===== config.mk =====
export PLATFORM = sky130hd
export DESIGN_NAME = v15_filter_event_ctrl
export DESIGN_NICKNAME = d
export VERILOG_FILES = /design/src/rtl/v15_filter_event_ctrl.sv
export SDC_FILE = /design/constraint.sdc
export NUM_CORES = 1
export LEC_CHECK = 0
export CAP_MARGIN = 20
export CORE_AREA = 2 2 129 118
export CTS_CLUSTER_SIZE = 20
export DETAILED_ROUTE_END_ITERATION = 6
export DIE_AREA = 0 0 131 120
export GPL_ROUTABILITY_DRIVEN = 0
export PLACE_DENSITY_LB_ADDON = 0.05
export SLEW_MARGIN = 15
export SYNTH_ARGS = -nofsm -noshare
export SYNTH_HDL_FRONTEND = slang
export SYNTH_SLANG_ARGS = --single-unit

===== constraint.sdc =====
create_clock -name clk -period 2.3 [get_ports clk]
set_input_delay 0.46 -clock clk [delete_from_list [all_inputs] [get_ports clk]]
set_output_delay 0.46 -clock clk [all_outputs]
set_load 0.02 [all_outputs]

===== src/rtl/v15_filter_event_ctrl.sv =====
// v15_filter_event_ctrl: sequences the trapezoidal filter's reset and settle time, then extracts one event per pulse.
module v15_filter_event_ctrl #(
    parameter int DATA_W        = 16,
    parameter int SETTLE_CYCLES = 32,
    parameter int MAX_WIDTH     = 255,
    parameter int HOLDOFF       = 8,
    parameter int TS_W          = 32
) (
    input  logic              clk,
    input  logic              reset,
    input  logic              enable,
    input  logic              restart,
    input  logic [DATA_W-1:0] threshold,
    input  logic [DATA_W-1:0] filter_data,
    output logic              filter_reset,
    output logic              event_valid,
    input  logic              event_ready,
    output logic [DATA_W-1:0] event_peak,
    output logic [TS_W-1:0]   event_ts,
    output logic [7:0]        event_width,
    output logic              event_pileup,
    output logic [15:0]       drop_count,
    output logic              busy
);
    localparam int CNT_MAX = SETTLE_CYCLES > HOLDOFF ? SETTLE_CYCLES : HOLDOFF;
    localparam int CNT_W   = $clog2(CNT_MAX + 1);

    localparam logic [2:0] S_IDLE_OFF = 3'd0;
    localparam logic [2:0] S_FRST     = 3'd1;
    localparam logic [2:0] S_SETTLE   = 3'd2;
    localparam logic [2:0] S_ARMED    = 3'd3;
    localparam logic [2:0] S_RISE     = 3'd4;
    localparam logic [2:0] S_EMIT     = 3'd5;
    localparam logic [2:0] S_HOLDOFF  = 3'd6;

    logic [2:0]        state, state_nx;
    logic [CNT_W-1:0]  cnt;
    logic [TS_W-1:0]   ts;
    logic [DATA_W-1:0] thr_q;
    logic              prev_above;
    logic              above_live, above_q, above;

    // live threshold only counts while armed; afterwards the level latched at arming is used
    assign above_live   = filter_data > threshold;
    assign above_q      = filter_data > thr_q;
    assign above        = (state == S_ARMED) ? above_live : above_q;
    assign filter_reset = state != S_FRST;
    assign busy         = state != S_ARMED;
    assign event_valid  = state == S_EMIT;

    // next state: enable dominates, then restart, then normal sequencing
    always_comb begin
        state_nx = state;
        if (!enable)
            state_nx = S_IDLE_OFF;
        else if (restart && state != S_IDLE_OFF)
            state_nx = S_FRST;
        else
            case (state)
                S_IDLE_OFF: state_nx = S_FRST;
                S_FRST:     state_nx = S_SETTLE;
                S_SETTLE:   state_nx = (cnt == CNT_W'(SETTLE_CYCLES - 1)) ? S_ARMED : S_SETTLE;
                S_ARMED:    state_nx = above_live ? S_RISE : S_ARMED;
                S_RISE:     state_nx = (!above_q || event_width >= 8'(MAX_WIDTH - 1)) ? S_EMIT : S_RISE;
                S_EMIT:     state_nx = event_ready ? S_HOLDOFF : S_EMIT;
                S_HOLDOFF:  state_nx = (cnt >= CNT_W'(HOLDOFF - 1) && !above_q) ? S_ARMED : S_HOLDOFF;
                default:    state_nx = S_IDLE_OFF;
            endcase
    end

    // state, phase counter (cleared on every state change), timestamp, latched threshold, previous compare
    always_ff @(posedge clk or negedge reset) begin
        if (!reset) begin
            state      <= S_FRST;
            cnt        <= '0;
            ts         <= '0;
            thr_q      <= '0;
            prev_above <= 1'b0;
        end else begin
            state      <= state_nx;
            cnt        <= (state_nx != state) ? '0 : (&cnt ? cnt : cnt + 1'b1);
            ts         <= ts + 1'b1;
            thr_q      <= (state == S_ARMED) ? threshold : thr_q;
            prev_above <= above;
        end
    end

    // event capture on arming, peak/width tracking while the pulse stays above threshold
    always_ff @(posedge clk or negedge reset) begin
        if (!reset) begin
            event_peak   <= '0;
            event_ts     <= '0;
            event_width  <= '0;
            event_pileup <= 1'b0;
        end else if (state == S_ARMED && state_nx == S_RISE) begin
            event_peak   <= filter_data;
            event_ts     <= ts;
            event_width  <= 8'd1;
            event_pileup <= 1'b0;
        end else if (state == S_RISE && above_q) begin
            event_peak   <= (filter_data > event_peak) ? filter_data : event_peak;
            event_width  <= &event_width ? event_width : event_width + 8'd1;
            event_pileup <= event_width >= 8'(MAX_WIDTH - 1);
        end
    end

    // pulses starting while an event is pending or in holdoff are lost; a pileup tail has no rising edge
    always_ff @(posedge clk or negedge reset) begin
        if (!reset)
            drop_count <= '0;
        else if ((state == S_EMIT || state == S_HOLDOFF) && above_q && !prev_above && !(&drop_count))
            drop_count <= drop_count + 16'd1;
    end
endmodule


# [Word-level counts from Yosys, hierarchy flattened]
# Index checks and enable logic that the tools add are counted.
[word_totals] reg_bits=131 latch_bits=0 ramBits=0 romBits=0 in_bits=37 out_inout_bits=76 word_cells=72 n_memories=0
[classes] n_addsub=4 multipliers=0 div=0 magnitude_cmp=5 n_eq_ne=13 n_shift=0 muxes=19 n_bitwise=0 n_reduce_logical=21
[op_table] op="$gt 16x16->1" n=3
[op_table] op="$mux 16" n=3
[op_table] op="$add 32x1->32 const B" n=1
[op_table] op="$mux 8" n=3
[op_table] op="$pmux 3 s7" n=1
[op_table] op="$add 16x1->16 const B" n=1
[op_table] op="$reduce_and 16->1" n=1
[op_table] op="$eq 3x3->1 const B" n=4
[op_table] op="$mux 3" n=4
[op_table] op="$mux 6" n=2
[op_table] op="$add 8x1->8 const B" n=1
[op_table] op="$ge 8x8->1 const B" n=1
[op_table] op="$reduce_and 8->1" n=1
[op_table] op="$logic_and 1x1->1" n=7
[op_table] op="$add 6x1->6 const B" n=1
[op_table] op="$eq 3x2->1 const B" n=2
[op_table] op="$eq 6x5->1 const B" n=1
[op_table] op="$ge 6x3->1 const B" n=1
[op_table] op="$reduce_and 6->1" n=1
[op_table] op="$mux 1" n=5
[op_table] op="$ne 2x2->1 const B" n=2
[op_table] op="$reduce_and 2->1" n=2
[op_table] op="$reduce_bool 2->1" n=2
[op_table] op="$eq 3x1->1 const B" n=1
[op_table] op="8 further kinds" n=11

# [Longest topological paths before layout]
[logic_depth] word_depth=11 depth_mapped=12 ltp_nobuf=9

# [Worst setup path before layout]
# No wires, ideal clock.
[synth_timing] kind="in2reg" from="input port threshold[1]" to="register event_peak[0]" arrival_ps=2692 t_required_ps=2175 setup_slack_ps=-517 stages=12 n_path_buf=3 cell_sequence="inv_1 -> ha_1 -> nor2b_2 -> o211ai_2 -> a2111oi_4 -> nor3_2 -> or4_1 -> buf_2 -> o31a_1 -> buf_6 -> buf_12 -> mux2_4"
[synth_via] elab_chain_cells=9
[synth_rtl] item="from (decl)" line_no="13" text="input logic [DATA_W-1:0] threshold,"
[synth_rtl] item="$gt 16x16->1 *" line_no="44" text="assign above_live = filter_data > threshold;"
[synth_rtl] item="$mux 3 *" line_no="63" text="S_ARMED: state_nx = above_live ? S_RISE : S_ARMED;"
[synth_rtl] item="$pmux 3 s7 *" line_no="59" text="case (state)"
[synth_rtl] item="$mux 3 *" line_no="56" text="else if (restart && state != S_IDLE_OFF)"
[synth_rtl] item="$mux 3 *" line_no="54" text="if (!enable)"
[synth_rtl] item="$eq 3x3->1 *" line_no="95" text="end else if (state == S_ARMED && state_nx == S_RISE) begin"
[synth_rtl] item="$logic_and 1x1->1 *" line_no="95"
[synth_rtl] item="$reduce_bool 2->1 (no line)"
[synth_rtl] item="$reduce_and 2->1 (no line)"
[synth_rtl] item="to (signal assigned)" line_no="96" text="event_peak <= filter_data;"
[synth_rtl] item="to (signal assigned)" line_no="101" text="event_peak <= (filter_data > event_peak) ? filter_data : event_peak;"
[synth_rtl] item="to (decl)" line_no="18" text="output logic [DATA_W-1:0] event_peak,"
# Every way passes the cells marked *; elsewhere a longest branch is shown, timed or not.
# A chain may end at the register's enable or synchronous reset.

# [Worst setup path in the final report]
[layout_timing] from="input port threshold[7]" to="register event_peak[2]"
# The elaborated chain is that of the path after synthesis.

==> impl_metrics.ini <==
[run_status]
status = finished with violations
violations = setup timing

[routing]
drc_errors = 0
routed_wl_um = 18400
vias_per_cell = 5.22
wire_per_inst_um = 16.3
drt_iter0_markers = 291
final_antenna_net_count = 0
vias = 5883
dr.pass1.iters = 4

[clocking]
clock_path_buffers = 2
hold_buffers = 0
ctsHtreeMaxLevel = 4
cts.sinks = 131
tritoncts = done
cts_buffers = 17
path_clk_slew_ns = 0.06
cts_root_buf = clkbuf_16
clk_latency_ns = 0.42

[worst_setup_path]
path_max_fanout = 8
cp-end-kind = flop
start_kind = input port
crit_type = in2reg
crit_arrival_ns = 2.84
cp.required_ns = 2.60

[placement]
hpwl_um = 12700
placed_area_um2 = 8900
dp_slack_ns = -1.02
portBuffers = 112
dp_cells = 1087

[yosys]
netlist_instances = 711
yosysUniqueCellTypes = 57
ys.warnings.count = 0
postSynthAreaPerCell_um2 = 9.71
syn-num-nets = 801
synth.ff_latch_count = 131
synth_compound_area_frac = 0.0741
ys_async_sr_fraction = 1.00
synth_area_um2 = 6910
synthAdderAreaFrac = 0.0960
synth-simple-area-share = 0.203
synthFlopType = dfrtp_1
synthMuxAreaShare = 0.0391
ys_seq_area_frac = 0.475
synth_top_family_by_area = simple AND/OR/NAND/NOR gates
synth_edf_count = 0
synth_xor_area_frac = 0.0685

[power_and_ir_drop]
powerDensity_nw_per_um2 = 870
leakagePower_nw = 4.81
ir_drop_v = 0.000684

[sta]
worstMarginPinSlew_ns = 0.862
holdWs_ns = 0.0237
rsz0062_at_grt = true
final-setup-viol-count = 35
fin_crit_sh = 1.11
maxSlewHeadroom = 0.421
hold_viol_final = 0
fin_ws_ns = -0.245
maxSlewViolCount = 0
clock.fmax_mhz = 393
skew_ns = 0.0102
final.min_clock_period_ns = 2.55

[layout]
design_area_um2 = 10000
n_fill_cell = 1132
final_util = 0.692
drive_above_1_share = 0.234
final-instance-count-excl-fill = 1127
syn_to_final_growth_pct = 44.8
layout.nets = 1006
antenna_cells = 0

[grt]
grt_max_degree = 48
gr-total-overflow = 0
grt_pass1_wl_um = 30100
grt_usage = 0.246
grt_pass1_vias = 6035
antenna_found_initial = 0

[die]
rows = 42
fp.dieH_um = 120
core_um2 = 14500
dieWidth_um = 131
ios = 113
start_util = 0.478
fp.dieArea_um2 = 15700

[hold_path]
hp-class = in2async

[job]
maxCapViolCount = 0
-- flip-flops by register name, summed over array words and instances (netlist names) --
register      count
event_width       8
cnt               6
state             3
ts               32
event_peak       16
drop_count       16
event_ts         32
prev_above        1
thr_q            16
event_pileup      1
-- critical path, cell delays in order --
cell	delay (ns)
dlygate4sd2_1	0.23
inv_2	0.05
ha_4	0.26
nand4_1	0.09
buf_4	0.17
a2111oi_4	0.37
nor3_2	0.07
or4_4	0.49
o31a_1	0.17
buf_6	0.17
mux2_4	0.30
-- cells in the mapped netlist, drive strengths merged, types with 2 or more instances --
master | number | share of area
a21o | 4 | 0.0043
o21ai | 27 | 0.020
nand3 | 30 | 0.022
ha | 53 | 0.096
clkbuf | 17 | 0.0092
dfrtp | 130 | 0.47
mux2i | 3 | 0.0043
inv | 54 | 0.029
nor3 | 10 | 0.0080
buf | 4 | 0.0060
a211oi | 2 | 0.0022
xnor2 | 37 | 0.047
mux2 | 18 | 0.035
nand2b | 2 | 0.0018
xor2 | 17 | 0.022
nor2b | 3 | 0.0031
and4b | 5 | 0.0072
nor2 | 36 | 0.020
a31oi | 2 | 0.0018
a221oi | 3 | 0.0038
o211ai | 3 | 0.0040
a2111oi | 3 | 0.0065
nor4 | 8 | 0.0072
a21oi | 19 | 0.014
nand2 | 157 | 0.085
and4 | 5 | 0.0063
and3 | 14 | 0.013
nand4 | 24 | 0.023
a221o | 2 | 0.0029
-- metal layers --
layer,up-vias,global-route usage,part of all wire
li1,2852,-,-
met1,2890,0.326,0.45
met2,120,0.405,0.50
met3,21,0.0566,0.043
met4,0,0.0658,0.013
met5,-,0,0
-- where the power goes --
group          switching, W  internal [W]  leakage, nW
Combinational       0.00158       0.00151         2.78
Sequential         0.000209       0.00268         1.75
Clock               0.00114       0.00159        0.290
-- path summary, 6_finish.rpt --
| kind | depth (start not counted) | startpoint | end | slack (ns) |
|---|---|---|---|---|
| worst max-delay path | 11 | threshold[7] | event_peak[2]$_DFFE_PN0P_ | -0.25 |
| worst min-delay path | 1 | reset | thr_q[14]$_DFFE_PN0P_ | 0.02 |
| worst max register to register | 11 | thr_q[15]$_DFFE_PN0P_ | event_peak[2]$_DFFE_PN0P_ | -0.19 |
| worst min register to register | 2 | event_ts[3]$_DFFE_PN0N_ | event_ts[3]$_DFFE_PN0N_ | 0.47 |
| max in group asynchronous | 2 | reset | state[0]$_DFF_PN1_ | 1.57 |
| min in group clk | 3 | threshold[1] | thr_q[1]$_DFFE_PN0P_ | 0.35 |
-- placed cells by master, fill, tap and decap left out, drive strengths merged, types with 3 or more instances in the layout --
cell,synthesis,layout
a21o,4,4
and4b,5,5
clkdlybuf4s50,0,76
mux2i,3,3
xor2,17,17
mux2,18,18
and4,5,5
nor4,8,8
clkbuf,17,22
inv,54,62
ha,53,53
o211ai,3,3
clkinv,0,3
nand2,157,157
a221oi,3,3
xnor2,37,37
nand4,24,24
a21oi,19,19
a2111oi,3,3
o21ai,27,27
nor2b,3,3
clkdlybuf4s15,0,11
nor3,10,10
and3,14,15
nand3,30,30
buf,4,94
dfrtp,130,130
dlygate4sd2,0,22
nor2,36,36
-- cell type report --
| type | instances | area, um2 | area share |
|---|---|---|---|
| flip-flops and latches | 131 | 3280 | 0.328 |
| repair buffers | 206 | 1900 | 0.190 |
| clock buffers | 19 | 453 | 0.0453 |
| well taps | 198 | 248 | 0.0248 |
| multi-input cells | 506 | 3770 | 0.377 |
| clock inverters | 13 | 139 | 0.0139 |
| inverters | 54 | 210 | 0.0210 |
-- logic make-up (layout without fill, tap and decap cells) --
group / after synthesis / in the layout
AO/OA/AOI/OAI: 77 / 77
XOR/XNOR: 54 / 54
adder cells (fa/ha/maj): 53 / 53
buffers and inverters: 75 / 292
flip-flops: 131 / 131
multiplexers: 21 / 21
AND/OR/NAND/NOR: 300 / 301
-- timing repair --
action / 4_1_cts / 5_1_grt
pin swaps: 36 / 24
endpoints found under the setup margin: 86 / 82
buffers inserted: 4 / 3
gates resized for setup: 118 / 21
gates cloned: 1 / 2
-- stage by stage --
stage	power, W	setup TNS (ns)
final	0.00870	-4.63
after floorplan	0.00439	-9.21
after CTS	0.00868	-5.44
after global placement	0.00561	-67.68
after global routing	0.00922	-10.13
after detailed placement	0.00572	-69.50
Note: power is estimated with default switching activity, not from simulation.
